==> src/rtl/present_pkg.sv <==
// Shared types, constants and index maps for the generalised PRESENT bit-permutation layer.
package present_pkg;

    localparam int unsigned PRESENT_BW = 64;

    typedef enum logic [1:0] {
        IDLE = 2'd0,
        RUN  = 2'd1,
        DONE = 2'd2
    } pbox_state_t;

    // Forward map: bit i lands at i*bw/4 mod (bw-1); the top bit is a fixed point.
    function automatic int unsigned pbox_fwd_idx(input int unsigned i, input int unsigned bw);
        if (i == bw - 1) return bw - 1;
        return (i * (bw / 4)) % (bw - 1);
    endfunction

    // Inverse map: bit j lands at j*4 mod (bw-1); 4 is the modular inverse of bw/4.
    function automatic int unsigned pbox_inv_idx(input int unsigned j, input int unsigned bw);
        if (j == bw - 1) return bw - 1;
        return (j * 4) % (bw - 1);
    endfunction

endpackage

==> src/rtl/present_pbox_perm.sv <==
// One combinational application of the PRESENT bit permutation, forward or inverse.
module present_pbox_perm
    import present_pkg::*;
#(
    parameter int unsigned BW = PRESENT_BW
) (
    input  logic [BW-1:0] dat,
    input  logic          inv,
    output logic [BW-1:0] res
);

    logic [BW-1:0] fwd_map;
    logic [BW-1:0] inv_map;

    // Pure wiring: both maps are bijections, so every destination bit has one driver.
    for (genvar i = 0; i < BW; i++) begin : g_map
        localparam int unsigned FI = pbox_fwd_idx(i, BW);
        localparam int unsigned II = pbox_inv_idx(i, BW);
        assign fwd_map[FI] = dat[i];
        assign inv_map[II] = dat[i];
    end

    assign res = inv ? inv_map : fwd_map;

endmodule

==> src/rtl/present_pbox_iter.sv <==
// Iterative PRESENT permutation: applies the map in_cnt times, one step per clock, with
// valid/ready handshakes. Define PRESENT_PBOX_PERF_EN to add a saturating busy-cycle counter.
module present_pbox_iter
    import present_pkg::*;
#(
    parameter int unsigned BW = PRESENT_BW,
    parameter int unsigned CW = 4
) (
    input  logic          clk,
    input  logic          rst_n,
    input  logic          in_valid,
    output logic          in_ready,
    input  logic [BW-1:0] in_dat,
    input  logic          in_inv,
    input  logic [CW-1:0] in_cnt,
    output logic          out_valid,
    input  logic          out_ready,
    output logic [BW-1:0] out_dat,
    output logic          busy
`ifdef PRESENT_PBOX_PERF_EN
    ,
    output logic [31:0]   perf_cycles
`endif
);

    pbox_state_t   state;
    logic [BW-1:0] data;
    logic          inv;
    logic [CW-1:0] remaining;
    logic [BW-1:0] perm_dat;
    logic          accept;

    present_pbox_perm #(.BW(BW)) u_perm (
        .dat (data),
        .inv (inv),
        .res (perm_dat)
    );

    // A DONE handoff and a new accept may share a cycle, so in_ready looks at out_ready.
    assign in_ready = (state == IDLE) || ((state == DONE) && out_ready);
    assign accept   = in_valid && in_ready;
    assign out_dat  = data;

    always_ff @(posedge clk) begin
        if (!rst_n) begin
            state     <= IDLE;
            data      <= '0;
            inv       <= 1'b0;
            remaining <= '0;
            out_valid <= 1'b0;
            busy      <= 1'b0;
        end else if (accept) begin
            data      <= in_dat;
            inv       <= in_inv;
            remaining <= in_cnt;
            busy      <= 1'b1;
            if (in_cnt == '0) begin
                state     <= DONE;
                out_valid <= 1'b1;
            end else begin
                state     <= RUN;
                out_valid <= 1'b0;
            end
        end else begin
            case (state)
                RUN: begin
                    data      <= perm_dat;
                    remaining <= remaining - CW'(1);
                    if (remaining == CW'(1)) begin
                        state     <= DONE;
                        out_valid <= 1'b1;
                    end
                end
                DONE: begin
                    if (out_ready) begin
                        state     <= IDLE;
                        out_valid <= 1'b0;
                        busy      <= 1'b0;
                    end
                end
                default: ;
            endcase
        end
    end

`ifdef PRESENT_PBOX_PERF_EN
    // Busy-cycle counter, sticks at all-ones instead of wrapping.
    always_ff @(posedge clk) begin
        if (!rst_n) begin
            perf_cycles <= '0;
        end else if (busy && (perf_cycles != '1)) begin
            perf_cycles <= perf_cycles + 32'd1;
        end
    end
`endif

endmodule
==> config.mk <==
export PLATFORM = sky130hd
export DESIGN_NAME = present_pbox_iter
export DESIGN_NICKNAME = d
export VERILOG_FILES = /design/src/rtl/present_pkg.sv /design/src/rtl/present_pbox_perm.sv /design/src/rtl/present_pbox_iter.sv
export SDC_FILE = /design/constraint.sdc
export NUM_CORES = 1
export LEC_CHECK = 0
export CAP_MARGIN = 30
export CORE_MARGIN = 2
export CORE_UTILIZATION = 43
export DETAILED_ROUTE_END_ITERATION = 6
export MAX_ROUTING_LAYER = met4
export PLACE_DENSITY = 0.83
export SYNTH_ARGS = -nofsm -noshare
export SYNTH_HDL_FRONTEND = slang
export SYNTH_SLANG_ARGS = --single-unit
==> constraint.sdc <==
create_clock -name clk -period 1.69 [get_ports clk]
set_input_delay 0.169 -clock clk [delete_from_list [all_inputs] [get_ports clk]]
set_output_delay 0.169 -clock clk [all_outputs]
set_load 0.005 [all_outputs]
==> metrics, run 1 <==
status=completed; via count=3353; synthesized area=3450 um^2; die area=8750 um^2; CTS tree=done; share of cells above drive strength 1=0.0842; Post-DP HPWL=roughly 7 mm; initial detailed-routing violation count=153; Critical Path RT=1.52 ns; HP Class=input pin to flip-flop; uppermost routed layer=met4; pre-CTS setup slack=-0.00574 ns; Reg clk slew, reported paths=0.07 ns; YS warnings=0; unrepaired setup endpoints after global routing=false; placed cell areas=5030 um^2; Final Max Slew Viols=0; wire length per cell=17.1 um; syn nets=417; placer congestion estimate=0.899; num rows=32; clock buffer count from CTS=9; antenna viol nets, final=0; arrival time at the worst endpoint=1.46 ns; clock skew=around 0.012 ns; met2 WL post-DR=between 5 and 6 mm; Post-Route M1 WL=4.30 mm; Congestion Overflow GR=0; Post-CTS Setup Repair Bufs=0; endpoints failing hold=0; post-cts hold buffer count=0; Tmin final=approximately 1.6 ns; Final setup viols=0; Synth Instances=around 340; Worst-Skew Late Latency=0.34 ns; pwr dens=roughly 910 nW/um^2; post-route cell area=5190 um^2; global-route wire length before repair=15.9 mm; Die Wd=93.5 um; All-Layer GR Usage=0.233; Core Area=7730 um^2; static leakage=around 0.0018 uW; commonest non-fill, non-tap cell in the layout=clkdlybuf4s50_1; CTS root buf=clkbuf_8; fin nets=558; TritonRoute pass-1 iters=4; worst vdd ir=0.472 mV; routed wl met3=572 um; DRC Markers=0; Critical Path Start Type=flip-flop; number of global-route vias before repair=around 3200; WS Path Type=flip-flop to output pin; Rel. slew slack=0.774; most frequent cells in the layout=clkdlybuf4s50_1, dfxtp_1, nor2_1; largest net degree at the start of global routing=50; Synth Area per Inst=10.1 um^2; synth unique cells=31; drt via density=5.69; worst slew pin tran=0.337 ns; Diodes inserted=0; wirelength, routed=approximately 10 mm; IO Port Bufs=around 140; Starting Density=0.446; Peak Freq=0.614 GHz; num ports=140; Die H=roughly 94 um; post-synthesis sequential area ratio=0.418; area delta synth->final=50.6%; CP Max Fanout=7; Final Cycle Share=0.963; clk sinks=72; clk buf depth=2; initial antenna violation count=0; final worst setup slack=0.0625 ns; H-tree depth=3; Max Cap Viol=0; CP Capture Type=output pin; #FFs+latches synth=just over 70
==> sequential cells by signal, summed over array words and instances (netlist names) <==
name	cells
out_dat	64
inv	1
state	2
remaining	4
busy	1
==> synthesized netlist by cell type <==
cell type	number	area [um^2]
o32ai_1	1	8.76
nor2_1	65	244
a221oi_1	2	17.5
clkinv_1	1	3.75
a211oi_4	1	20.0
nor3_1	1	5.00
inv_1	2	7.51
and4b_1	2	20.0
dfxtp_1	72	1440
nor3_2	1	10.0
and4bb_2	1	12.5
o21ai_0	7	35.0
nand3b_1	2	15.0
buf_4	2	15.0
nand2b_1	3	18.8
a21oi_1	6	30.0
buf_2	13	65.1
ha_1	2	25.0
a221o_1	61	611
nand4_1	1	6.26
nand3_1	5	25.0
a31oi_1	1	6.26
o311ai_0	2	17.5
nor4_1	1	6.26
nand2_1	5	18.8
a311o_1	1	10.0
or3b_2	1	8.76
clkbuf_1	9	33.8
buf_6	7	78.8
mux2i_1	61	611
nor2b_1	3	18.8
==> where the power goes <==
group          total, uW  switching (uW)  leakage (uW)  internal (uW)
Clock               1140             624     0.0000833            520
Sequential          2160             251      0.000593           1910
Combinational       1410             535       0.00115            876
Total               4720            1410       0.00183           3310
==> final timing paths <==
check | from | to | slack [ns] | depth (start not counted)
worst min register to register | out_dat[63] | out_dat[63] | 0.49 | 2
worst min-delay path | in_dat[63] | out_dat[63] | 0.39 | 3
worst max-delay path | state[1] | in_ready | 0.06 | 3
worst max register to register | remaining[0] | state[1] | 0.20 | 3
==> per-layer routing <==
| layer | GRT usage | up-vias |
|---|---|---|
| met5 | - | - |
| met4 | 0.0760 | 0 |
| met3 | 0.0475 | 11 |
| met2 | 0.387 | 115 |
| met1 | 0.284 | 1634 |
| li1 | - | 1593 |
==> repair_timing <==
item                       in CTS  in global routing
resized for setup               0                  1
hold endpoints to repair        0                  0
setup endpoints to repair       0                  1
==> logic make-up after synthesis <==
group	after synthesis	synth area share
simple gates	91	0.119
mux	61	0.177
flops	72	0.418
buf+inv	34	0.0592
compound gates	82	0.219
fa+ha+maj	2	0.00726
==> worst max-delay path, stage by stage, from the launching register on <==
cell and delay [ns]:
dfxtp_2 0.35, nor2b_1 0.15, nor2_1 0.12, clkdlybuf4s50_1 0.51
==> final cells by class <==
| type | instances | area, um^2 |
|---|---|---|
| clock buffer | 11 | 131 |
| timing repair buffer | 161 | 1640 |
| tap | 102 | 128 |
| clock inverter | 4 | 21.3 |
| sequential | 72 | 1450 |
| multi-input combinational | 236 | 1810 |
| inverter | 3 | 11.3 |
| fill | 607 | 2540 |
==> stage by stage <==
| step | setup TNS, ns | cells | util | hold slack (ns) | total power, uW |
|---|---|---|---|---|---|
| floorplan | 0 | 342 | - | 0.308 | 2820 |
| global placement | 0 | 574 | 0.652 | 0.467 | 3550 |
| detailed placement | -0.0234 | 574 | 0.652 | 0.478 | 3600 |
| CTS | 0 | 589 | 0.671 | 0.377 | 4750 |
| global route | 0 | 589 | 0.671 | 0.385 | 4960 |
| finish | 0 | 589 | 0.671 | 0.391 | 4720 |
Note: power is estimated with default switching activity, not from simulation.
==> inputs of run 2 (changes only) <==
--- a/config.mk
+++ b/config.mk
@@ -12,3 +12,4 @@
 export MAX_ROUTING_LAYER = met4
-export PLACE_DENSITY = 0.83
+export PLACE_DENSITY_LB_ADDON = 0.3
+export SLEW_MARGIN = 10
 export SYNTH_ARGS = -nofsm -noshare
==> constraint.sdc (replaced) <==
create_clock -name clk -period 1.69 [get_ports clk]
set_input_delay 0.338 -clock clk [delete_from_list [all_inputs] [get_ports clk]]
set_output_delay 0.338 -clock clk [all_outputs]
set_load 0.005 [all_outputs]
==> run 2 against run 1 <==
Net effect: register-to-register slack got worse by 0.04 ns; total power up 12%; cell count rose by 0.51%; via count is 0.27% lower; cell area grew 1.9%; clock power is 52% higher; first-iteration DRC count shrank 15%; worst hold slack improved by 0.092 ns; highest routed layer unchanged.
==> metrics, run 2 (synthesized netlist as in run 1, its figures left out) <==
status=completed; Critical Path RT=1.35 ns; Flop pwr share=0.406; Final Cycle Share=0.968; layer with the highest usage=met2; number of global-route vias before repair=3249; Logic pwr share=0.268; post-cts hold buffer count=0; clock skew=0.0105 ns; Max Cap Viol=0; Top Family by Delay on Critical Path=buffers and inverters; pwr dens=1000 nW/um^2; Peak Freq=between 0.6 and 0.7 GHz; drt via density=5.65; clock power share=0.326; Crit-path slowest cell=clkdlybuf4s50_1; worst path cell trace=clkdlybuf4s50_1; static leakage=0.00188 uW; Net Sw Frac=0.273; crit-path max cell delay=0.56 ns; IO Port Bufs=roughly 140; Final Max Slew Viols=0; CP Max Fanout=4; Final setup viols=0; Die H=93.5 um; clk buf depth=2; final worst setup slack=about 0.054 ns; clock buffer count from CTS=9; num rows=32; antenna viol nets, final=0; fin nets=560; HP Class=flip-flop to flip-flop; initial antenna violation count=0; max reg flops=between 60 and 70; Starting Density=0.446; CTS root buf=clkbuf_8; CP Capture Type=output pin; worst slew pin tran=0.492 ns; clk sinks=72; largest net degree at the start of global routing=46; wirelength, routed=9.89 mm; Tmin final=1.64 ns; total power=5290 uW; placer congestion estimate=0.855; placed cell count=around 580; P_int=3850 uW; All-Layer GR Usage=0.227; TritonRoute pass-1 iters=4; share of cells above drive strength 1=0.100; M2 GR Usage=0.356; Worst-Skew Late Latency=0.35 ns; Final Non-Filler Cells=between 500 and 600; fillers=614; Critical Path Start Type=flip-flop; placed cell areas=5020 um^2; Post-DP HPWL=6.69 mm; met1 Track Usage GR=0.294; Worst Path Buf+Inv=1; Congestion Overflow GR=0; initial detailed-routing violation count=between 100 and 150; Diodes inserted=0; num ports=140; register-to-register setup slack=0.16 ns; Die Wd=93.5 um; pre-CTS setup slack=-0.249 ns; Post-CTS Setup Repair Bufs=0; met3 GRT Util=0.0516; arrival time at the worst endpoint=1.30 ns; endpoints failing hold=0; post-route cell area=5290 um^2; Rel. slew slack=0.669; area delta synth->final=53.4%; global-route wire length before repair=15.5 mm; WS Path Type=flip-flop to output pin; die area=a little under 9000 um^2; worst vdd ir=0.491 mV; wire length per cell=16.7 um; DRC Markers=0; P_sw=between 1000 and 1500 uW; via count=3344; Reg clk slew, reported paths=roughly 0.080 ns; Core Area=7730 um^2; most frequent cells in the layout=clkdlybuf4s50_1, dfxtp_1, nor2_1; commonest non-fill, non-tap cell in the layout=clkdlybuf4s50_1; CTS tree=done; H-tree depth=3
run 2: changes by cell type in the layout (fill, tap and decap cells not counted), moves of 2 or more:
cell / delta
clkbuf_8: +2
buf_12: -2
buf_4: +4
clkbuf_1: -2
bufinv_16: +3
clkinv_2: -2
run 2: power by group through the flow:
| stage | combinational (uW) | sequential, uW | clock (uW) |
|---|---|---|---|
| after global routing | 1530 | 2170 | 1810 |
| after detailed placement | 1420 | 2170 | 0 |
| after floorplan | 684 | 2140 | 0 |
| after CTS | 1430 | 2140 | 1740 |
| final | 1420 | 2150 | 1730 |
| after global placement | 1390 | 2160 | 0 |
run 2: final cells by class:
cell class | instances | area (um^2) | share of cell area
multi-input cells | 236 | 1810 | 0.343
repair buffers | 163 | 1630 | 0.309
flip-flops and latches | 72 | 1450 | 0.274
clock buffers | 11 | 151 | 0.0286
well taps | 102 | 128 | 0.0241
clock inverters | 5 | 103 | 0.0194
inverters | 3 | 11.3 | 0.00213
run 2: worst paths after layout:
check | start | to | depth (start not counted)
min | out_dat[42] | out_dat[42] | 2
max reg2reg | state[0] | out_dat[34] | 4
min reg2reg | out_dat[42] | out_dat[42] | 2
max | out_dat[7] | out_dat[7] | 1
run 2: metrics by stage:
step / hold WS, ns / TNS [ns] / util
global placement: 0.465 / -9.82 / 0.650
finish: 0.483 / 0 / 0.684
global route: 0.514 / -0.00767 / 0.684
detailed placement: 0.467 / -13.07 / 0.650
CTS: 0.481 / 0 / 0.683
floorplan: 0.470 / 0 / -
run 2: layer usage:
metal / vias up / wire length, um
met2: 112 / 4660
met3: 10 / 640
li1: 1592 / -
met1: 1630 / 4480
met4: 0 / 108
met5: - / 0
run 2: repair_timing:
item	CTS	global route
endpoints found under the setup margin	1	3
resized for setup	1	4
cloned	0	0
